===== src/rtl/timer_ctrl.sv =====
// rtl/timer_ctrl.sv - programmable interval timer: prescaled 12-bit up-counter with start/hold/stop sequencing
module timer_ctrl #(
    parameter int WIDTH = 12,
    parameter int PRE_W = 8
) (
    input  logic             clk,
    input  logic             reset,
    input  logic             cfg_we,
    input  logic [WIDTH-1:0] cfg_period,
    input  logic [PRE_W-1:0] cfg_prescale,
    input  logic             cfg_periodic,
    input  logic             start,
    input  logic             hold,
    input  logic             stop,
    output logic [WIDTH-1:0] count,
    output logic             tick,
    output logic             busy,
    output logic             done,
    output logic [1:0]       state
);

    typedef enum logic [1:0] {
        IDLE = 2'b00,
        RUN  = 2'b01,
        HOLD = 2'b10,
        DONE = 2'b11
    } state_t;

    state_t           st, st_n;
    logic [WIDTH-1:0] period_r;
    logic [PRE_W-1:0] pre_r;
    logic             periodic_r;
    logic [PRE_W-1:0] pc, pc_n;
    logic [WIDTH-1:0] count_n;
    logic             tick_n;
    logic             advance;
    logic             cfg_load;

    assign cfg_load = cfg_we && (st == IDLE || st == DONE);

    always_ff @(posedge clk or posedge reset) begin
        if (reset) begin
            st         <= IDLE;
            count      <= '0;
            pc         <= '0;
            tick       <= 1'b0;
            period_r   <= '0;
            pre_r      <= '0;
            periodic_r <= 1'b0;
        end else begin
            st    <= st_n;
            count <= count_n;
            pc    <= pc_n;
            tick  <= tick_n;
            if (cfg_load) begin
                period_r   <= cfg_period;
                pre_r      <= cfg_prescale;
                periodic_r <= cfg_periodic;
            end
        end
    end

    always_comb begin
        st_n    = st;
        count_n = count;
        pc_n    = pc;
        tick_n  = 1'b0;
        advance = 1'b0;
        if (stop) begin
            st_n    = IDLE;
            count_n = '0;
            pc_n    = '0;
        end else begin
            case (st)
                IDLE, DONE: begin
                    if (start) begin
                        st_n    = RUN;
                        count_n = '0;
                        pc_n    = '0;
                    end
                end
                RUN: begin
                    if (hold) st_n = HOLD;
                    else      advance = 1'b1;
                end
                HOLD: begin
                    // Leaving HOLD counts on the same edge, so each HOLD cycle costs exactly one cycle.
                    if (!hold) begin
                        st_n    = RUN;
                        advance = 1'b1;
                    end
                end
                default: st_n = IDLE;
            endcase
        end
        if (advance) begin
            if (pc == pre_r) begin
                pc_n = '0;
                if (count == period_r) begin
                    tick_n = 1'b1;
                    if (periodic_r) count_n = '0;
                    else            st_n    = DONE;
                end else begin
                    count_n = count + WIDTH'(1);
                end
            end else begin
                pc_n = pc + PRE_W'(1);
            end
        end
    end

    assign state = st;
    assign busy  = (st == RUN) || (st == HOLD);
    assign done  = (st == DONE);

endmodule


===== config.mk =====
export PLATFORM = sky130hd
export DESIGN_NAME = timer_ctrl
export DESIGN_NICKNAME = d
export VERILOG_FILES = /design/src/rtl/timer_ctrl.sv
export SDC_FILE = /design/constraint.sdc
export NUM_CORES = 1
export LEC_CHECK = 0
export ABC_AREA = 1
export CORE_UTILIZATION = 40
export CTS_BUF_LIST = sky130_fd_sc_hd__clkbuf_4 sky130_fd_sc_hd__clkbuf_8
export CTS_CLUSTER_SIZE = 10
export DETAILED_ROUTE_END_ITERATION = 6
export PLACE_DENSITY_LB_ADDON = 0.08
export SYNTH_ARGS = -nofsm -noshare
export SYNTH_HDL_FRONTEND = slang
export SYNTH_SLANG_ARGS = --single-unit

===== constraint.sdc =====
create_clock -name clk -period 1.7 [get_ports clk]
set_clock_uncertainty 0.05 [all_clocks]
set_input_delay 0.34 -clock clk [delete_from_list [all_inputs] [get_ports clk]]
set_output_delay 0.34 -clock clk [all_outputs]
set_load 0.02 [all_outputs]

== After elaboration in Yosys (flattened, before gate mapping) ==
Index checks and enable logic that the tools add are counted.
W data, S select, Z words.

* Add/subtract/negate cells: 2
* Eq/ne operators: 5
* Multiplexer cells: 27
* Reduce and logical (&&, ||, !) cells: 9

{| class="wikitable"
|+ Operator list
! operator !! count
|-
| $mux W12 || 7
|-
| $mux W8 || 5
|-
| $mux W2 || 8
|-
| $add A12 B1 Y12 const B || 1
|-
| $eq A12 B12 Y1 || 1
|-
| $add A8 B1 Y8 const B || 1
|-
| $eq A8 B8 Y1 || 1
|-
| $mux W1 || 6
|-
| $pmux W2 S3 || 1
|-
| $reduce_bool A3 Y1 || 2
|-
| $eq A2 B2 Y1 const B || 2
|-
| $reduce_or A2 Y1 || 2
|-
| $eq A2 B1 Y1 const B || 1
|-
| $logic_not A2 Y1 || 1
|-
| $logic_or A1 B1 Y1 || 2
|-
| $reduce_and A2 Y1 || 1
|-
| $logic_and A1 B1 Y1 || 1
|}

* Register bits: 44
* Bits of input ports: 27
* Output and inout port bits: 17
* Word-level logic and storage cells: 50

== Logic depth before layout (Yosys ltp) ==
* Depth after elaboration: 8
* Mapped depth: 12
* Mapped depth without buffers: 11

== Least setup slack after synthesis ==
OpenSTA, ideal clock, no wires.

* Path type: reg-to-reg
* From: register st[0] (netlist: state[0])
* To: register count[10]
* Library setup time: 0.113 ns
* Data arrival time: 1.819 ns
* Data required time: 1.537 ns
* Setup slack: -0.282 ns
* Cell stages (with the launch flop): 12
* Buffers on the path: 1
* Clock period less this slack: 1.982 ns
* Cell sequence: dfrtp_1 > inv_1 > ha_1 > nor2_2 > inv_1 > nor2_2 > inv_2 > nor2_4 > clkbuf_8 > nand3_1 > nand2_1 > inv_1

* Word-level cells in the longest chain between the ends: 8
* Elaborated cells on any way between the ends: 14
* Classes of those cells: eq/ne (3); mux (8); reduce/logical (3)

{| class="wikitable"
|+ RTL lines
! what !! line !! source
|-
| start, declared || 29 || <nowiki>state_t st, st_n;</nowiki>
|-
| start signal, assigned || 51 || <nowiki>st <= st_n;</nowiki>
|-
| $eq A2 B2 Y1 / $logic_not A2 Y1 (equally long branches) || 74 || <nowiki>case (st)</nowiki>
|-
| $reduce_or A2 Y1 || 74 ||
|-
| $mux W12 || 74 ||
|-
| $mux W12 || 69 || <nowiki>if (stop) begin</nowiki>
|-
| $mux W12 || 101 || <nowiki>if (periodic_r) count_n = '0;</nowiki>
|-
| $mux W12 || 99 || <nowiki>if (count == period_r) begin</nowiki>
|-
| $mux W12 || 97 || <nowiki>if (pc == pre_r) begin</nowiki>
|-
| $mux W12 (*) || 96 || <nowiki>if (advance) begin</nowiki>
|-
| net count_n[10] || 34 || <nowiki>logic [WIDTH-1:0] count_n;</nowiki>
|-
| end signal, assigned || 52 || <nowiki>count <= count_n;</nowiki>
|-
| end, declared || 15 || <nowiki>output logic [WIDTH-1:0] count,</nowiki>
|}

Mark *: on every way through the listed nets, which the timed path passes. The rest lies on a longest branch.
A chain may end at the register's enable or synchronous reset.

== Worst setup path in the final report ==
* From: register st[1] (netlist: state[1])
* To: register count[2]

The elaborated chain is that of the path after synthesis.

==> impl_metrics.py <==
metrics = {
    "route": {
        "dr_total_vias": 2242,
        "ant_nets": 0,
        "drt-total-wl_microns": 5830,
        "wl_per_cell_microns": 12.4,
        "drt_iter0_drc": 134,
        "drc": 0,
        "vias_per_cell": 4.78,
        "dr.pass1.iters": 4,
    },
    "timing": {
        "period_minus_slack_ns": 1.63,
        "worst_slack_ns": 0.0729,
        "drv_slew": 0,
        "worstMarginPinSlew_ns": 0.326,
        "finalCritPeriodShare": 0.957,
        "rsz0062_at_grt": "true",
        "relSlewSlack": 0.782,
        "hold_viol": 0,
        "setup_viol": 0,
        "clock.fmax_ghz": 0.615,
    },
    "finish": {
        "antenna_cells": 0,
        "final_cell_mix": "nand2_1 (81), dfrtp_1 (34), nand3_1 (30)",
        "final_cell_count_no_fill": 469,
        "final_area_sq_um": 3480,
        "syn_to_final_growth_pct": 37.4,
        "nets": 425,
        "utilization": 0.578,
        "layout_commonest_cell": "nand2_1",
        "drive_gt1_frac": 0.234,
    },
    "logic_synthesis": {
        "yosys.cell_types.count": 25,
        "synthCells": 317,
        "synth_fp_nets": 349,
        "yosysWarningCount": 0,
        "synth_area_sq_um": 2530,
        "syn_avg_cell_area_sq_um": 8.00,
        "ys_ff_latch": 44,
        "seq_area_frac_synth": 0.434,
    },
    "power_and_ir_drop": {
        "p_leak_nw": 1.62,
        "p_per_area_nw_per_um2": 823,
        "ir_drop_mv": 0.580,
        "finalPower_mw": 2.87,
    },
    "placement": {
        "dpl_cell_area_sq_um": 3240,
        "pre_cts_slack_ns": -0.112,
        "dp_hpwl_microns": 4210,
        "place.port_buffers": 43,
        "dp.cells": 452,
        "place.gp.congestion": 0.813,
    },
    "floorplanning": {
        "die_h_microns": 81.6,
        "die_area_sq_um": 6660,
        "start_util": 0.421,
        "fp.dieW_microns": 81.6,
        "io-pin-count": 44,
        "core_sq_um": 6030,
        "num_rows": 28,
    },
    "status": {
        "status": "complete, no violations",
    },
    "worst_setup_path": {
        "cp.arrival_ns": 1.82,
        "setup.worst_path.start_class": "flop",
        "crit_fanout": 8,
        "end_kind": "flop",
        "critPathKind": "reg -> reg",
        "required_ns": 1.89,
    },
    "clock_tree": {
        "clock_path_buffers": 2,
        "cts_inserted_buffers": 5,
        "cts_root_buf": "clkbuf_8",
        "htree_levels": 2,
        "cts_tree": "yes",
        "clkSlewWorstSetupHoldPaths_ns": 0.08,
        "clk_latency_ns": 0.30,
        "cts_sinks": 44,
        "hold_buffers": 0,
    },
    "grt": {
        "grt_pass1_wl_microns": 9600,
        "overflow": 0,
        "grt_pass1_vias": 2084,
        "gr-usage-all-layers": 0.190,
        "antenna_found_initial": 0,
        "grt_max_degree": 45,
    },
    "min_path": {
        "hold_path_class": "in -> async",
    },
    "run": {
        "cap_violations": 0,
    },
}
-- worst paths after layout --
| path | startpoint | end | slack (ns) | cells past startpoint |
|---|---|---|---|---|
| worst max-delay path | state[1] | count[2] | 0.07 | 9 |
| worst min-delay path | reset | pre_r[2] | 0.33 | 3 |
| worst max register to register | state[1] | count[2] | 0.07 | 9 |
| worst min register to register | period_r[10] | period_r[10] | 0.49 | 1 |
| max in group asynchronous | reset | state[0] | 1.04 | 3 |
| min in group clk | period_r[10] | period_r[10] | 0.49 | 1 |
-- timing repair --
item                       4_1_cts  5_1_grt
setup endpoints to repair       16       32
pin swaps                        0       12
resized for setup               22       25
gates cloned                     0        1
buffers inserted                 0        8
-- power by group --
part           internal [mW]  total (mW)  switching, mW
registers               1.20        1.31          0.103
logic                  0.445       0.848          0.403
clock network          0.364       0.713          0.349
total                   2.01        2.87          0.855
-- layer usage --
metal  track usage  share of wire  vias up
met5             0              0        -
met4        0.0684          0.012        0
met3        0.0333          0.028        7
met2         0.293           0.45       38
met1         0.265           0.51     1033
li1              -              -     1164
-- flip-flops by register name, indices dropped and copies added (netlist names) --
signal and cells:
state 2, pre_r 8, pc 8, tick 1
count 12, period_r 12, periodic_r 1
-- layout make-up --
| cell class | count | area, sq um |
|---|---|---|
| fillers | 561 | 2540 |
| clock buffers | 8 | 97.6 |
| repair buffers | 75 | 701 |
| multi-input cells | 231 | 1340 |
| well taps | 75 | 93.8 |
| flip-flops and latches | 44 | 1110 |
| inverters | 36 | 135 |
-- cell usage after synthesis --
cell type	number	area [sq um]
a21oi_1	11	55.1
buf_2	2	10.0
buf_6	1	11.3
clkbuf_1	2	7.51
clkbuf_8	1	13.8
dfrtp_1	44	1100
ha_1	5	62.6
inv_1	31	116
inv_2	5	18.8
mux2_2	12	135
nand2_1	83	312
nand2_2	3	18.8
nand2_4	1	11.3
nand3_1	37	185
nand3b_1	1	7.51
nand4_1	5	31.3
nor2_1	28	105
nor2_2	3	18.8
nor2_4	2	22.5
nor3_1	3	15.0
o21ai_0	11	55.1
o22ai_1	2	12.5
o31ai_1	1	7.51
xnor2_1	13	114
xor2_1	10	87.6
-- worst max-delay path, cell delays in order, from the launching register on --
cell and delay, ns:
dfrtp_2 0.43, ha_4 0.26, nor2_4 0.10, inv_2 0.06, nor2_4 0.09, inv_2 0.05
nor2_4 0.22, buf_6 0.18, nand3_1 0.07, nand2_1 0.06
-- kinds of logic (layout without fill, tap and decap cells) --
group	after synthesis	count (layout)	share of synthesized area
AOI/OAI and AO/OA	25	25	0.0513
xor gates and xnor gates	23	23	0.0795
adders and majority gates	5	5	0.0247
and+or+nand+nor	166	166	0.287
muxes	12	12	0.0533
buffers and inverters	42	119	0.0701
DFF	44	44	0.434
-- per-stage QoR --
step	TNS (ns)	hold slack, ns
6_report	0	0.333
4_1_cts	0	0.339
3_3_place_gp	-0.558	0.462
5_1_grt	-0.742	0.356
3_5_place_dp	-0.931	0.470
2_1_floorplan	-0.0179	0.441
Note: power is estimated with default switching activity, not from simulation.
